`src/rtl/pcb_write_arbiter.sv`:
```
// pcb_write_arbiter: round-robin arbiter that shares the single PCB RAM write
// port among NUM_PORT input-buffer requesters. The winner's word and address
// are registered onto the RAM port, and a one-cycle ack goes back to the winner
// in the same cycle.
// Optional feature: define PKT_LOCK_EN for packet-level grants. A granted head
// word locks the arbiter to that port until the port's tail word is granted.
module pcb_write_arbiter #(
  parameter int NUM_PORT = 8,
  parameter int DATA_W   = 134,
  parameter int PTR_W    = 3
) (
  input  logic                       clk_sys,
  input  logic                       reset,
  input  logic [NUM_PORT-1:0]        iv_pkt_wr,
  input  logic [NUM_PORT*DATA_W-1:0] iv_pkt,
  input  logic [NUM_PORT*16-1:0]     iv_pkt_bufadd,
  output logic [NUM_PORT-1:0]        ov_pkt_ack,
  input  logic                       i_ram_rdy,
  output logic                       o_ram_wr,
  output logic [DATA_W-1:0]          ov_ram_wdata,
  output logic [15:0]                ov_ram_addr,
  output logic [PTR_W-1:0]           ov_grant_port
);

  typedef enum logic {IDLE_S, LOCK_S} state_t;

`ifdef PKT_LOCK_EN
  localparam logic [1:0] HDR_HEAD = 2'b01;
  localparam logic [1:0] HDR_TAIL = 2'b10;
`endif

  state_t              state;
  logic [PTR_W-1:0]    rr_ptr;
  logic [PTR_W-1:0]    lock_port;

  logic [NUM_PORT-1:0] elig_p0;
  logic                vld_p0;
  logic [PTR_W-1:0]    win_p0;
  logic [DATA_W-1:0]   wdata_p0;
  logic [15:0]         addr_p0;

  logic                vld_p1;
  logic [NUM_PORT-1:0] ack_p1;
  logic [DATA_W-1:0]   wdata_p1;
  logic [15:0]         addr_p1;
  logic [PTR_W-1:0]    grant_p1;

  // First set bit of req, scanning upward from start and wrapping to port 0.
  // The loop runs downward so that the last hit it keeps is the closest one
  // to start.
  function automatic logic [PTR_W-1:0] rr_pick(input logic [NUM_PORT-1:0] req,
                                               input logic [PTR_W-1:0]    start);
    logic [PTR_W-1:0] pick;
    int               idx;
    pick = start;
    for (int i = NUM_PORT - 1; i >= 0; i--) begin
      idx = int'(start) + i;
      if (idx >= NUM_PORT) idx = idx - NUM_PORT;
      if (req[idx]) pick = PTR_W'(idx);
    end
    return pick;
  endfunction

  // Round-robin successor. This also covers a NUM_PORT that is not a power of two.
  function automatic logic [PTR_W-1:0] next_port(input logic [PTR_W-1:0] p);
    return (p == PTR_W'(NUM_PORT - 1)) ? '0 : p + 1'b1;
  endfunction

  // ---- stage p0: eligibility and winner selection (combinational) ----
  // A port that is being acked this cycle still holds its request high. It is
  // masked out so that the same word is not granted twice. When locked, only
  // the lock owner may win.
  always_comb begin
    elig_p0 = iv_pkt_wr & ~ack_p1;
    if (state == LOCK_S) elig_p0 = elig_p0 & (NUM_PORT'(1) << lock_port);
    vld_p0   = i_ram_rdy & (|elig_p0);
    win_p0   = rr_pick(elig_p0, rr_ptr);
    wdata_p0 = iv_pkt[win_p0*DATA_W +: DATA_W];
    addr_p0  = iv_pkt_bufadd[win_p0*16 +: 16];
  end

  // ---- stage p1: registered RAM write, ack, pointer and lock FSM ----
  // Reset clears everything immediately, which drops any grant in flight.
  // On a cycle with no grant, the data and address hold their last values.
  always_ff @(posedge clk_sys or posedge reset) begin
    if (reset) begin
      state     <= IDLE_S;
      rr_ptr    <= '0;
      lock_port <= '0;
      vld_p1    <= 1'b0;
      ack_p1    <= '0;
      wdata_p1  <= '0;
      addr_p1   <= '0;
      grant_p1  <= '0;
    end else begin
      vld_p1 <= vld_p0;
      ack_p1 <= '0;
      if (vld_p0) begin
        ack_p1   <= NUM_PORT'(1) << win_p0;
        wdata_p1 <= wdata_p0;
        addr_p1  <= addr_p0;
        grant_p1 <= win_p0;
        rr_ptr   <= next_port(win_p0);
`ifdef PKT_LOCK_EN
        case (state)
          IDLE_S: begin
            if (wdata_p0[DATA_W-1 -: 2] == HDR_HEAD) begin
              lock_port <= win_p0;
              state     <= LOCK_S;
            end
          end
          LOCK_S: begin
            if (wdata_p0[DATA_W-1 -: 2] == HDR_TAIL) state <= IDLE_S;
          end
          default: state <= IDLE_S;
        endcase
`endif
      end
    end
  end

  assign o_ram_wr      = vld_p1;
  assign ov_pkt_ack    = ack_p1;
  assign ov_ram_wdata  = wdata_p1;
  assign ov_ram_addr   = addr_p1;
  assign ov_grant_port = grant_p1;

endmodule

```
`config.mk`:
```
export PLATFORM = sky130hd
export DESIGN_NAME = pcb_write_arbiter
export DESIGN_NICKNAME = d
export VERILOG_FILES = /design/src/rtl/pcb_write_arbiter.sv
export SDC_FILE = /design/constraint.sdc
export NUM_CORES = 1
export LEC_CHECK = 0
export BUFFER_PORTS_ARGS = -buffer_cell sky130_fd_sc_hd__clkbuf_2
export CAP_MARGIN = 10
export CORE_AREA = 2 2 531 533
export CTS_CLUSTER_SIZE = 20
export DETAILED_ROUTE_END_ITERATION = 16
export DIE_AREA = 0 0 533 535
export PLACE_DENSITY = 0.3
export SLEW_MARGIN = 10
export SYNTH_ARGS = -nofsm -noshare
export SYNTH_HDL_FRONTEND = slang
export SYNTH_SLANG_ARGS = --single-unit
export TNS_END_PERCENT = 30
```
`constraint.sdc`:
```
create_clock -name clk_sys -period 12.2 [get_ports clk_sys]
set_input_delay 0.61 -clock clk_sys [delete_from_list [all_inputs] [get_ports clk_sys]]
set_output_delay 0.61 -clock clk_sys [all_outputs]
set_load 0.005 [all_outputs]
```
==> out/metrics.cfg <==
[cts]
cts_num_sinks=165
root_buffer=clkbuf_16
cts_tree=done
cts-resized-gates=0
cts_setup_buffers=0
cts_made_buffers=21
clockBufferDepth=3
htreeDepth=4
clock_latency_ns=0.58
cts_hold_buf=0
path_clk_slew_ns=0.09

[floorplan]
ioPinCount=1373
start_util_pct=6.54
core_area_um2=279000
die_w_um=533
die_area_um2=285000
rows=194
die_h_um=535

[pwr]
powerDensity_nw_per_um2=505
comb_power_share_pct=87.4
p_int_mw=5.80
p_sw_share_pct=61.7
leakage_nw=13.6
seqPwrFrac_pct=7.4
ir_worst_vdd_mv=0.470
clockPowerShare_pct=5.2
power.switching_mw=9.36

[worst_setup_path]
worstPathCellList=inv_2, ha_1, xor2_1, mux4_2, a221o_1, a311oi_4, buf_12, nor3_4, buf_4, inv_16, buf_12, buf_4, a221oi_1, a311o_1, o211ai_1
path_delay_family=buffers and inverters
end_kind=flip-flop
worst_ep_required_time_ns=12.69
cp_num_buf_inv=6
critical_path_arrival_ns=7.29
start_kind=flip-flop
worstSetupPathType=reg2reg
cp_max_fo=127
slowest_delay_ns=0.80
slowest_stage=dfrtp_1

[sta]
hold_slack_ns=0.0508
layout_min_cycle_time_ns=6.80
hold_violations=0
fmax_mhz=147
rsz0062_at_grt=no
finalClockSkew_ns=0.0165
setup-tns-final_ns=0
tightest_slew_ns=1.21
slew_viol_final=0
relSlewSlack_pct=19.6
layout_setup_ws_ns=5.40
period_share_pct=55.7
finalSetupViolCount=0

[synth]
synth_nets=3435
synthArstFlopShare_pct=100
synth_area_per_cell_um2=8.21
synth_top_flop_cell=dfrtp_1
synth-seq-cells=165
yosysTopAreaCellShare_pct=22.7
post-synth-top-count-cell=nand2_1
yosysTopAreaCell=dfrtp_1
yosysWarningCount=4
synth_area_leaders=dfrtp_1 (23%), mux2i_1 (17%), nand2_1 (13%)
seq_area_frac_synth_pct=22.7
synth_edf_count=0
syn_inst=2220
synth_common_cells=nand2_1 (618), mux2i_1 (309), clkbuf_1 (167), dfrtp_1 (165)
synth_area_um2=18200
synth.distinct_cells=58

[run_status]
status=finished clean

[global_route]
grtUsageTotal_pct=15.6
antenna_found_initial=198
grt_pass1_vias=26200
grt_pass1_wl_mm=291
gr-total-overflow=0
grt_max_degree=128

[flow_run]
drv_cap=0

[placement]
dp_slack_ns=5.41
place.gp.congestion=0.912
portBuffers=1372
dp_hpwl_mm=198

[route]
via_per_inst=3.49
drc=0
wire_per_inst_um=32.2
dr.pass1.iters=5
drt-total-wl_mm=232
final_antenna_net_count=0
num_vias=25200
drt_iter0_drc=1767

[cells_and_area]
fill_cells=32800
drive_above_1_share_pct=48.2
fin_nets=4636
area_delta_synth_final_pct=64.8

[worst_hold_path]
min_path_type=in2async

cell type report:
cell class / count / area (µm²) / area share, %
multi-input cells: 1792 / 13000 / 43.1
repair buffers: 1429 / 7360 / 24.5
well taps: 3724 / 4660 / 15.5
flip-flops and latches: 165 / 4130 / 13.7
clock buffers: 22 / 529 / 1.76
clock inverters: 10 / 166 / 0.554
diodes: 64 / 160 / 0.533
inverters: 12 / 76.3 / 0.254
routing by layer:
layer  wire [µm]  global-route usage, %
met1       89500                   17.6
met2      115000                   27.6
met3       19100                   5.15
met4        8400                   5.05
met5         427                      0
logic make-up (layout without fill, tap and decap cells):
family                   after synthesis  in the layout  share of synthesized area, %
other                                  0             64                             0
multiplexers                         473            473                          28.0
flip-flops                           165            165                          22.7
AO/OA/AOI/OAI                        490            490                          23.2
buffers and inverters                263           1473                          7.15
adder cells (fa/ha/maj)                4              4                         0.275
XOR/XNOR                               2              2                        0.0961
AND/OR/NAND/NOR                      823            823                          18.7
worst register-to-register path, stage by stage, from the launching register on:
cell and delay [ns]:
dfrtp_1 0.80, inv_2 0.38, ha_1 0.36, xor2_1 0.49, mux4_2 0.59, a221o_1 0.31, a311oi_4 0.31, buf_12 0.36
nor3_4 0.09, buf_4 0.24, inv_16 0.44, buf_12 0.64, buf_4 0.87, a221oi_1 0.32, a311o_1 0.42, o211ai_1 0.09
power groups by stage:
stage | registers [mW] | logic [mW] | clock network [mW]
final | 1.12 | 13.3 | 0.790
after global routing | 1.16 | 14.2 | 0.858
after CTS | 1.13 | 13.6 | 0.852
after detailed placement | 1.13 | 13.6 | 0
after global placement | 1.13 | 13.6 | 0
after floorplan | 1.03 | 8.15 | 0
sequential cells by signal, indices dropped and copies added (netlist names):
| name | count |
|---|---|
| ov_pkt_ack | 8 |
| o_ram_wr | 1 |
| rr_ptr | 3 |
| ov_ram_wdata | 134 |
| ov_grant_port | 3 |
| ov_ram_addr | 16 |
stage by stage:
stage	area [µm²]	total power, mW	util [%]	cells
after global placement	29100	14.7	10.4	7118
after detailed placement	29200	14.7	10.5	7122
after CTS	29900	15.6	10.7	7154
after floorplan	18200	9.18	-	2220
after global routing	29900	16.2	10.7	7182
final	30000	15.2	10.8	7218
cell usage in the layout (no fill, tap or decap), types with 14 or more instances in the layout:
cell type and instances:
diode_2 64, a311o_1 150, mux2i_1 308, buf_4 52
nor2_1 15, a221oi_1 138, nor3_1 151, o211ai_1 151
clkbuf_2 1372, mux4_2 14, dfrtp_1 165, nand2_1 615
clkbuf_16 21, mux2_2 150
path summary, 6_finish.rpt:
| kind | from | to | slack [ns] | depth (start not counted) |
|---|---|---|---|---|
| max in group asynchronous | reset | ov_ram_wdata[124] | 10.36 | 4 |
| setup / recovery | rr_ptr[0] | ov_ram_wdata[129] | 5.40 | 15 |
| min in group clk_sys | iv_pkt[409] | ov_ram_wdata[7] | 0.43 | 4 |
| hold reg to reg | ov_grant_port[2] | ov_grant_port[2] | 0.49 | 2 |
| hold / removal | reset | ov_ram_wdata[54] | 0.05 | 2 |
| setup reg to reg | rr_ptr[0] | ov_ram_wdata[129] | 5.40 | 15 |
(Power assumes the default switching activity.)
